File: config.mk
export PLATFORM = sky130hd
export DESIGN_NAME = data_collector_sched
export DESIGN_NICKNAME = d
export VERILOG_FILES = /design/src/rtl/data_collector_sched.sv
export SDC_FILE = /design/constraint.sdc
export NUM_CORES = 1
export LEC_CHECK = 0
export BUFFER_PORTS_ARGS = -buffer_cell sky130_fd_sc_hd__buf_2
export CORE_ASPECT_RATIO = 0.7
export CORE_UTILIZATION = 40
export DETAILED_ROUTE_END_ITERATION = 8
export GPL_ROUTABILITY_DRIVEN = 0
export SYNTH_ARGS = -nofsm -noshare
export SYNTH_HDL_FRONTEND = slang
export SYNTH_SLANG_ARGS = --single-unit
File: constraint.sdc
create_clock -name clk -period 3.7 [get_ports clk]
set_input_delay 0 -clock clk [delete_from_list [all_inputs] [get_ports clk]]
set_output_delay 0 -clock clk [all_outputs]
set_load 0.005 [all_outputs]
File: src/rtl/data_collector_sched.sv
// Collector sequencer: one open/capture/drain/close FSM per channel, a
// one-entry sample buffer per channel, and a round-robin arbiter feeding a
// single registered write port drained with valid/ready.
module data_collector_sched #(
   parameter int G_NB_COLLECTOR = 2,
   parameter int G_DATA_WIDTH   = 32,
   parameter int G_ID_WIDTH     = 1
) (
   input  logic                                   clk,
   input  logic                                   rst_n,
   input  logic [G_NB_COLLECTOR-1:0]              i_start_collect,
   input  logic [G_NB_COLLECTOR-1:0]              i_stop_collect,
   input  logic [G_NB_COLLECTOR-1:0]              i_data_valid,
   input  logic [G_NB_COLLECTOR*G_DATA_WIDTH-1:0] i_data,
   output logic [G_NB_COLLECTOR-1:0]              o_init_file,
   input  logic [G_NB_COLLECTOR-1:0]              i_file_is_init,
   output logic [G_NB_COLLECTOR-1:0]              o_close_file,
   output logic                                   o_wr_valid,
   output logic [G_ID_WIDTH-1:0]                  o_wr_chan,
   output logic [G_DATA_WIDTH-1:0]                o_wr_data,
   input  logic                                   i_wr_ready,
   output logic [G_NB_COLLECTOR-1:0]              o_busy,
   output logic [G_NB_COLLECTOR-1:0]              o_overflow
);

   localparam int N = G_NB_COLLECTOR;
   localparam int W = G_DATA_WIDTH;

   typedef enum logic [2:0] {
      ST_IDLE,
      ST_OPENING,
      ST_COLLECT,
      ST_DRAIN,
      ST_CLOSING
   } chan_state_t;

   chan_state_t st_q [N];
   chan_state_t st_d [N];

   logic [N-1:0] stop_lat_q;
   logic [N-1:0] stop_lat_d;
   logic [N-1:0] open_req;
   logic [N-1:0] init_p1;
   logic [N-1:0] ovf_q;
   logic [N-1:0] drain_done;
   logic [N-1:0] push;
   logic [N-1:0] drop;
   logic [N-1:0] load_buf;
   logic [N-1:0] grant;
   logic [N-1:0] sel;

   // stage p0: per-channel sample buffer
   logic [N-1:0] vld_p0;
   logic [W-1:0] data_p0 [N];

   // stage p1: shared write-port register
   logic                  vld_p1;
   logic [G_ID_WIDTH-1:0] chan_p1;
   logic [W-1:0]          data_p1;

   logic [G_ID_WIDTH-1:0] rr_q;
   logic [G_ID_WIDTH-1:0] win_idx;
   logic [G_ID_WIDTH-1:0] rr_next;
   logic [W-1:0]          win_data;
   logic                  found;
   logic                  load_out;
   int                    off;

   // Buffer push/drop decisions and drain-complete detection per channel
   always_comb begin
      push       = '0;
      drop       = '0;
      load_buf   = '0;
      drain_done = '0;
      for (int k = 0; k < N; k++) begin
         push[k]       = i_data_valid[k] && (st_q[k] == ST_COLLECT);
         drop[k]       = push[k] && vld_p0[k] && !grant[k];
         load_buf[k]   = push[k] && !drop[k];
         drain_done[k] = !vld_p0[k] && !(vld_p1 && (chan_p1 == G_ID_WIDTH'(k)));
      end
   end

   // Round-robin search from rr_q over full buffers; output register reloads when empty or accepted
   always_comb begin
      load_out = !vld_p1 || i_wr_ready;
      found    = 1'b0;
      sel      = '0;
      win_idx  = '0;
      win_data = '0;
      rr_next  = rr_q;
      off      = 0;
      for (int i = 0; i < N; i++) begin
         off = int'(rr_q) + i;
         if (off >= N) begin
            off = off - N;
         end
         for (int k = 0; k < N; k++) begin
            if (!found && vld_p0[k] && (off == k)) begin
               found    = 1'b1;
               sel[k]   = 1'b1;
               win_idx  = G_ID_WIDTH'(k);
               win_data = data_p0[k];
               rr_next  = (k == N - 1) ? '0 : G_ID_WIDTH'(k + 1);
            end
         end
      end
      grant = load_out ? sel : '0;
   end

   // Channel FSM next-state: open, capture, drain, close
   always_comb begin
      open_req   = '0;
      stop_lat_d = stop_lat_q;
      for (int k = 0; k < N; k++) begin
         st_d[k] = st_q[k];
         case (st_q[k])
            ST_IDLE: begin
               if (i_start_collect[k] && !i_stop_collect[k]) begin
                  st_d[k]       = ST_OPENING;
                  open_req[k]   = 1'b1;
                  stop_lat_d[k] = 1'b0;
               end
            end
            ST_OPENING: begin
               if (i_stop_collect[k]) begin
                  stop_lat_d[k] = 1'b1;
               end
               if (i_file_is_init[k]) begin
                  st_d[k] = (stop_lat_q[k] || i_stop_collect[k]) ? ST_DRAIN : ST_COLLECT;
               end
            end
            ST_COLLECT: begin
               if (i_stop_collect[k]) begin
                  st_d[k] = ST_DRAIN;
               end
            end
            ST_DRAIN: begin
               if (drain_done[k]) begin
                  st_d[k] = ST_CLOSING;
               end
            end
            ST_CLOSING: begin
               st_d[k] = ST_IDLE;
            end
            default: begin
               st_d[k] = ST_IDLE;
            end
         endcase
      end
   end

   // Control state: FSMs, open pulse, sticky overflow, buffer-full flags
   always_ff @(posedge clk or negedge rst_n) begin
      if (!rst_n) begin
         for (int k = 0; k < N; k++) begin
            st_q[k] <= ST_IDLE;
         end
         stop_lat_q <= '0;
         init_p1    <= '0;
         ovf_q      <= '0;
         vld_p0     <= '0;
      end else begin
         for (int k = 0; k < N; k++) begin
            st_q[k] <= st_d[k];
         end
         stop_lat_q <= stop_lat_d;
         init_p1    <= open_req;
         ovf_q      <= (ovf_q | drop) & ~open_req;
         vld_p0     <= push | (vld_p0 & ~grant);
      end
   end

   // stage p0 data: a pushed sample takes the slot (also when popped the same cycle)
   always_ff @(posedge clk) begin
      for (int k = 0; k < N; k++) begin
         if (load_buf[k]) begin
            data_p0[k] <= i_data[k*W +: W];
         end
      end
   end

   // stage p1: write-port register, held while valid and not ready
   always_ff @(posedge clk or negedge rst_n) begin
      if (!rst_n) begin
         vld_p1  <= 1'b0;
         chan_p1 <= '0;
         data_p1 <= '0;
         rr_q    <= '0;
      end else if (load_out) begin
         vld_p1 <= found;
         if (found) begin
            chan_p1 <= win_idx;
            data_p1 <= win_data;
            rr_q    <= rr_next;
         end
      end
   end

   // Status outputs decoded from channel state
   always_comb begin
      o_busy       = '0;
      o_close_file = '0;
      for (int k = 0; k < N; k++) begin
         o_busy[k]       = (st_q[k] != ST_IDLE);
         o_close_file[k] = (st_q[k] == ST_CLOSING);
      end
   end

   assign o_init_file = init_p1;
   assign o_overflow  = ovf_q;
   assign o_wr_valid  = vld_p1;
   assign o_wr_chan   = chan_p1;
   assign o_wr_data   = data_p1;

endmodule
# [After elaboration in Yosys (flattened, before gate mapping)]
# Memory sizes are Yosys's and may differ from the RTL's.
# Cells that the tools add are included.
[classes] magnitude_cmp=2 bitwise=7 shift=0 mul=0 muxes=46 n_reduce_logical=53 n_div=0 add_sub_neg=3 n_eq_ne=20
[op_table] operator="32-bit 2-to-1 mux" n=6
[op_table] operator="32-bit by 2-bit == test with 1-bit output (second input constant)" n=2
[op_table] operator="32-bit zero test" n=2
[op_table] operator="1-bit 2-to-1 mux" n=27
[op_table] operator="3-bit 2-to-1 mux" n=8
[op_table] operator="3-bit one-hot mux with 4 select lines" n=2
[op_table] operator="1-bit logical AND" n=21
[op_table] operator="2-bit != test (second input constant)" n=10
[op_table] operator="1-bit zero test" n=14
[op_table] operator="3-bit by 2-bit == test with 1-bit output (second input constant)" n=4
[op_table] operator="3-bit AND reduction" n=3
[op_table] operator="4-bit AND reduction" n=2
[op_table] operator="3-bit by 1-bit == test with 1-bit output (second input constant)" n=2
[op_table] operator="3-bit == test (second input constant)" n=2
[op_table] operator="3-bit zero test" n=2
[op_table] operator="3-bit nonzero test" n=2
[op_table] operator="2-bit bitwise AND" n=2
[op_table] operator="2-bit NOT" n=2
[op_table] operator="2-bit bitwise OR" n=2
[op_table] operator="1-bit one-hot mux with 2 select lines" n=2
[op_table] operator="2-bit nonzero test" n=2
[op_table] operator="4-bit nonzero test" n=1
[op_table] operator="1-bit logical OR" n=3
[op_table] operator="1-bit by 2-bit subtractor with 3-bit output (second input constant)" n=1
[op_table] operator="7 further kinds" n=7
[totals] romBits=0 memories=1 ff_bits=49 ramBits=64 output_inout_bits=42 latchBits=0 in_bits=75 word_cells=143
[memory_table] memory="data_p0" words=2 word_bits=32 rd=2 rd_clocked_by_memory_dff=0 wr=2 line_no="54" text="logic [W-1:0] data_p0 [N];"

# [Longest topological paths before layout]
# Gate-level depths: netlist (run 1).
[logic_depth] depth_word=24 ltp_mapped=5 depth_no_buf=3

# [Worst setup path before layout (run 1)]
# OpenSTA, ideal clock, no wires.
[synth_timing] path_type="register to register" start="register vld_p0[0]" end="memory data_p0[0][32] (netlist name), enable pin" arrival_time_ns=2.415 path_stages_with_launch=6 t_required_ns=3.268 path_slack_ns=0.853 cell_sequence="dfrtp_1 -> nand2b_1 -> buf_6 -> buf_8 -> nand2_1 -> a21oi_1"
[synth_lines] element="start: declaration" line_no="53" text="logic [N-1:0] vld_p0;"
[synth_lines] element="start signal: assignment" line_no="169" text="vld_p0 <= push | (vld_p0 & ~grant);"
[synth_lines] element="end: declaration" line_no="54"

# [Worst setup path in the final report (run 1)]
[layout_timing] start="register vld_p1 (netlist: o_wr_valid)" end="register data_p1[3] (netlist: o_wr_data[3])"
[layout_via] elab_chain_cells=3
[layout_lines] element="start: declaration" line_no="57" text="logic vld_p1;"
[layout_lines] element="start signal: assignment" line_no="190" text="vld_p1 <= found;"
[layout_lines] element="1-bit zero test" line_no="85" text="load_out = !vld_p1 || i_wr_ready;"
[layout_lines] element="1-bit logical OR" line_no="85"
[layout_lines] element="2-bit AND reduction (no line)"
[layout_lines] element="end signal: assignment" line_no="193" text="data_p1 <= win_data;"
[layout_lines] element="end: declaration" line_no="59" text="logic [W-1:0] data_p1;"
# Every way passes these cells.
# A chain may end at the register's enable or synchronous reset.

==> summary.md, run 1 <==
| Metric | Value |
|---|---|
| Syn-to-layout area delta | `44.0%` |
| Most frequent cells in the layout | `buf_2 (116), dlygate4sd3_1 (73), edfxtp_1 (64)` |
| Syn nets | `331` |
| Max Clock Freq | `465 MHz` |
| Yosys warns | `0` |
| Initial antenna violation count | `0` |
| Die Ht | `90.4 um` |
| DR WL/cell | `16.6 um` |
| Setup Viol. Count Final | `0` |
| Pin count of the biggest net entering global routing | `50` |
| Leak pwr | `2.79 nW` |
| Initial DRC count | `163` |
| Status | `completed` |
| Post-synthesis sequential area ratio | `0.706` |
| Post-layout minimum cycle time | `2150 ps` |
| Critical Path AT | `2430 ps` |
| Asr flop ratio synth | `0.434` |
| ANT nets after route | `0` |
| Hold_ws | `13.7 ps` |
| CTS resizes | `0` |
| Htree depth | `4` |
| Worst min path class | `in2reg` |
| Final worst clock skew | `11.1 ps` |
| PortBufs | `116` |
| Worst-Margin Slew | `1100 ps` |
| Core Box Area | `10,600 um2` |
| I/O pin count | `117` |
| Die width | `128 um` |
| Layout cell share with drive strength beyond 1 | `0.403` |
| CP endpoint kind | `register` |
| CTS Buf Count | `17` |
| Cells after Synth | `256` |
| Crit Path Max Fanout | `19` |
| Total Routed Length | `10.1 mm` |
| Diodes inserted | `0` |
| CTS root buf | `clkbuf_16` |
| Nets | `526` |
| Detailed-placement wirelength estimate | `6.24 mm` |
| Initial Util | `0.421` |
| Gr usage total | `0.186` |
| Max Buffers Root-to-Sink | `2` |
| Post-synth EDFFs | `64` |
| Row Count | `31` |
| Die area | `11,600 um2` |
| Synth top area share | `0.431` |
| First-pass GRT wire length | `15.9 mm` |
| Post-DR vias/cell | `4.89` |
| Commonest non-fill, non-tap cell in the layout | `buf_2` |
| Max Cap Viol | `0` |
| Worst EP required | `3980 ps` |
| Pwr Density | `749 nW/um2` |
| Vias post-DR | `2,990` |
| Setup TNS | `0 ps` |
| Crit Path Category | `reg2reg` |
| DRC Markers | `0` |
| Synth top area cells | `edfxtp_1 (43%), dfrtp_1 (27%), mux2_4 (9.1%), a32o_1 (7.2%), mux2_2 (1.3%)` |
| Mean area per synthesized cell | `17.4 um2` |
| Clock latency on the worst-skew pair | `400 ps` |
| DR pass1 iterations | `4` |
| Startpoint types | `register` |
| Rel. slew slack | `0.267` |
| Main synth FF type | `edfxtp_1` |
| Post-synth cell types | `40` |
| Synth area leader | `edfxtp_1` |
| GRT Residual Overflow | `0` |
| Worst-path clk slew | `50 ps` |
| Clock sinks | `113` |
| #FFs+latches synth | `113` |
| VDD IR-drop max | `0.401 mV` |
| Unrepaired setup endpoints after global routing | `no` |
| Number of global-route vias before repair | `3,043` |
| Crit share post-route | `0.581` |
| Max Slew Vio Count | `0` |
| Post-Synthesis Cell Area | `4460 um2` |
| CTS tree | `built` |
| Final hold violation count | `0` |
[metal layers]
metal	track usage	wire, um	part of all wire
met2	0.276	4470	0.44
met1	0.255	4850	0.48
met4	0.0735	179	0.018
met5	0	0	0
met3	0.0545	626	0.062
[worst paths after layout]
| check | startpoint | endpoint | slack (ps) | depth (start not counted) |
|---|---|---|---|---|
| max in group asynchronous | rst_n | o_wr_data[15] | 2660 | 2 |
| setup / recovery | o_wr_valid | o_wr_data[3] | 1550 | 4 |
| hold reg to reg | o_overflow[1] | o_overflow[1] | 480 | 1 |
| min in group asynchronous | rst_n | o_wr_data[10] | 350 | 2 |
| hold / removal | i_data_valid[0] | vld_p0[0] | 10 | 3 |
| setup reg to reg | o_wr_valid | o_wr_data[3] | 1550 | 4 |
[power by group]
part | internal (mW) | switching (mW)
clock | 0.946 | 0.533
sequential | 1.72 | 0.250
combinational | 0.738 | 0.624
total | 3.41 | 1.41
[sequential cells by signal, indices dropped and copies added, names as in the netlist]
register / count
stop_lat_q: 2
o_wr_valid: 1
rr_q: 1
o_wr_chan: 1
o_wr_data: 32
st_q: 6
vld_p0: 2
o_init_file: 2
data_p0: 64
o_overflow: 2
[synth_stat cells (3+ instances only)]
| library cell | instances |
|---|---|
| mux2_4 | 27 |
| buf_2 | 5 |
| and2_1 | 3 |
| inv_1 | 4 |
| dfrtp_1 | 49 |
| a32o_1 | 32 |
| mux2_2 | 5 |
| nor2_1 | 5 |
| a21oi_1 | 7 |
| nand2_1 | 3 |
| buf_1 | 3 |
| o22a_1 | 3 |
| edfxtp_1 | 64 |
| nand2b_1 | 7 |
| o21ai_0 | 4 |
| buf_8 | 3 |
[critical path: stages (launching register included)]
cell and delay, ps:
dfrtp_1 410, and2b_1 240, nor2_4 600, buf_4 410
mux2_2 370
[through the flow]
step / std cells / cell area, um2 / util / power (mW) / setup WS [ps]
after floorplan: 256 / 4460 / - / 2.83 / 853
after global placement: 507 / 5150 / 0.486 / 3.26 / 1600
after detailed placement: 507 / 5150 / 0.486 / 3.29 / 1550
after CTS: 612 / 6420 / 0.607 / 4.85 / 1530
after global routing: 612 / 6420 / 0.607 / 5.05 / 1440
final: 612 / 6420 / 0.607 / 4.81 / 1550
[final cells by class]
cell class,count,area [um2]
Multi-Input combinational cell,123,1200
Sequential cell,113,3150
Fill cell,812,4170
Inverter,4,15.0
Clock buffer,20,457
Clock inverter,12,88.8
Tap cell,148,185
Timing Repair Buffer,192,1330
[timing repair]
item                                    4_1_cts  5_1_grt
endpoints found under the setup margin        0        0
hold buffers                                 73        0
hold endpoints to repair                    123        0
setup buffers                                 0        0
[logic make-up (layout without fill, tap and decap cells)]
group	after synthesis	after routing	synth area share
simple gates	33	33	0.0463
mux	32	32	0.103
flops	113	113	0.706
buf+inv	20	228	0.0308
compound gates	58	58	0.114
(Power assumes the default switching activity.)
==> run 2, diff against run 1 <==
--- a/config.mk
+++ b/config.mk
@@ -10,6 +10,7 @@
 export CORE_UTILIZATION = 40
 export DETAILED_ROUTE_END_ITERATION = 8
 export GPL_ROUTABILITY_DRIVEN = 0
+export PLACE_DENSITY = 0.66
 export SYNTH_ARGS = -nofsm -noshare
 export SYNTH_HDL_FRONTEND = slang
 export SYNTH_SLANG_ARGS = --single-unit
==> constraint.sdc (replaced) <==
create_clock -name clk -period 1.8 [get_ports clk]
set_input_delay 0 -clock clk [delete_from_list [all_inputs] [get_ports clk]]
set_output_delay 0 -clock clk [all_outputs]
set_load 0.005 [all_outputs]
==> summary.md, run 2 (synthesis gave the netlist of run 1 again) <==
| Metric | Value |
|---|---|
| NetSw | `3.05 mW (+120%)` |
| DR pass1 iterations | `5 (+1)` |
| Setup Viol. Count Final | `0 (unchanged)` |
| Max Clock Freq | `614 MHz (+32%)` |
| Rel. slew slack | `0.551 (+0.284)` |
| CTS Buf Count | `17 (unchanged)` |
| First-pass GRT wire length | `16.7 mm (+5.3%)` |
| CTS root buf | `clkbuf_16` |
| Max Buffers Root-to-Sink | `2 (unchanged)` |
| Htree depth | `4 (unchanged)` |
| Critical Path AT | `1740 ps (-690 ps)` |
| Net Sw Frac | `0.290 (-0.00196)` |
| Clock latency on the worst-skew pair | `410 ps (about the same)` |
| I/O pin count | `117 (unchanged)` |
| Sequential share of power | `0.379 (-0.031)` |
| Power Total | `10.5 mW (+120%)` |
| Number of global-route vias before repair | `3,317 (+9.0%)` |
| CP endpoint kind | `register` |
| Most frequent cells in the layout | `buf_2 (116), dlygate4sd3_1 (73), edfxtp_1 (64)` |
| Die width | `128 um (unchanged)` |
| Crit Path Max Fanout | `17 (-2)` |
| Commonest non-fill, non-tap cell in the layout | `buf_2` |
| Number of flip-flops in the largest register | `64 (unchanged)` |
| Crit Path Category | `reg2reg` |
| Worst EP required | `1910 ps (-2070 ps)` |
| Clock sinks | `113 (unchanged)` |
| Unrepaired setup endpoints after global routing | `no` |
| Hold path depth | `4 (+1)` |
| Int Power | `7.45 mW (+120%)` |
| Die area | `11,600 um2 (unchanged)` |
| Top reg by flops | `data_p0` |
| Initial antenna violation count | `0 (unchanged)` |
| Post-layout minimum cycle time | `1630 ps (-523 ps)` |
| Nets | `540 (+2.7%)` |
| Status | `completed` |
| Final worst clock skew | `11.2 ps (+0.166 ps)` |
| Logic pwr share | `0.302 (+0.019)` |
| Row Count | `31 (unchanged)` |
| ANT nets after route | `0 (unchanged)` |
| Total Routed Length | `10.7 mm (+5.7%)` |
| Final hold violation count | `0 (unchanged)` |
| PortBufs | `116 (unchanged)` |
| DR WL/cell | `17.1 um (+3.3%)` |
| Initial Util | `0.421 (unchanged)` |
| Syn-to-layout area delta | `49.3%` |
| Max Slew Vio Count | `0 (unchanged)` |
| Startpoint types | `register` |
| Pwr Density | `1580 nW/um2 (+110%)` |
| Diodes inserted | `0 (unchanged)` |
| Die Ht | `90.4 um (unchanged)` |
| Pin count of the biggest net entering global routing | `50 (unchanged)` |
| Worst min path class | `in2reg` |
| CTS tree | `built` |
| Crit share post-route | `0.904 (+0.323)` |
| Vias post-DR | `3,098 (+3.6%)` |
| GRT Residual Overflow | `0 (unchanged)` |
| Post-DR vias/cell | `4.95 (+1.3%)` |
| Worst-path cell chain | `nor4bb_2 > and2_2 > buf_12` |
| Layout cell share with drive strength beyond 1 | `0.423 (+0.0196)` |
| Worst-path clk slew | `50 ps (about the same)` |
| Detailed-placement wirelength estimate | `6.45 mm (+3.3%)` |
| DRC Markers | `0 (unchanged)` |
| Setup TNS | `0 ps (unchanged)` |
| Worst-Margin Slew | `674 ps (-426 ps)` |
| R2R cell count | `3 (-1)` |
| Initial DRC count | `231 (+42%)` |
| VDD IR-drop max | `0.949 mV (+140%)` |
| Filler instances | `788 (-3.0%)` |
| CP max stage delay | `460 ps (-140 ps)` |
| Clk network pwr share | `0.319 (+0.012)` |
| Slowest stage cell, crit path | `dfrtp_1` |
| Core Box Area | `10,600 um2 (unchanged)` |
| Leak pwr | `2.87 nW (+3.1%)` |
| Gr usage total | `0.198 (+0.0120)` |
| Max Cap Viol | `0 (unchanged)` |
## run 2: cell count changes in the layout (fill, tap and decap cells not counted), moves of 2 or more
| cell | previous run | this run |
|---|---|---|
| inv_4 | 3 | 0 |
| buf_12 | 0 | 6 |
| bufinv_16 | 1 | 3 |
| clkinvlp_4 | 0 | 4 |
| clkinv_4 | 0 | 2 |
| buf_4 | 3 | 11 |
| clkbuf_8 | 2 | 0 |
| clkinv_2 | 8 | 3 |
## run 2: layout make-up
cell class                      count  area (um2)  area share
Sequential cell                   113        3150       0.473
Timing Repair Buffer              206        1510       0.227
Tap cell                          148         185      0.0278
Clock inverter                     14         165      0.0248
Multi-Input combinational cell    123        1200       0.181
Clock buffer                       18         429      0.0644
Inverter                            4        15.0     0.00225
## run 2: through the flow
step           instance area (um2)  instances  worst slack, ps  hold WS, ps  utilization
4_1_cts                       6660        626             88.1        0.697        0.629
5_1_grt                       6660        626              112         3.24        0.629
2_1_floorplan                 4480        256             6.63         -296            -
6_report                      6660        626              173         26.6        0.629
3_3_place_gp                  5330        521              169          155        0.503
3_5_place_dp                  5330        521              113          169        0.503
## run 2: final timing paths
check	start	slack, ps	endpoint
worst min-delay path	i_stop_collect[1]	30	st_q[0]
worst max register to register	st_q[4]	170	data_p0[0][5]
worst max-delay path	st_q[4]	170	data_p0[0][5]
worst min register to register	o_overflow[1]	490	o_overflow[1]
min in group asynchronous	rst_n	230	o_wr_data[31]
max in group asynchronous	rst_n	1080	o_wr_data[5]
## run 2: what timing repair did
item,CTS,global route
hold endpoints to repair,123,0
resized for setup,0,1
hold buffers,73,0
setup endpoints to repair,0,32
buffers inserted,0,0
## run 2: critical path: cells and delay by family, from the launching register on
family	cells	cell delay [ps]
flip-flops	1	460
buffers and inverters	1	180
AND/OR/NAND/NOR	2	680
## run 2: power groups by stage
| stage | logic, mW | registers, mW | clock network [mW] |
|---|---|---|---|
| 4_1_cts | 3.20 | 3.97 | 3.40 |
| 3_5_place_dp | 3.06 | 3.99 | 0 |
| 6_report | 3.18 | 3.98 | 3.34 |
| 5_1_grt | 3.42 | 4.06 | 3.53 |
| 3_3_place_gp | 2.97 | 3.97 | 0 |
| 2_1_floorplan | 1.90 | 3.93 | 0 |
## run 2: per-layer routing
| metal | wire, um | vias to the layer above | GRT usage | part of all wire |
|---|---|---|---|---|
| met1 | 4640 | 1541 | 0.239 | 0.43 |
| met2 | 5410 | 111 | 0.329 | 0.51 |
| met5 | 0 | - | 0 | 0 |
| met3 | 589 | 4 | 0.0693 | 0.055 |
| met4 | 66 | 0 | 0.0637 | 0.0062 |
| li1 | - | 1442 | - | - |
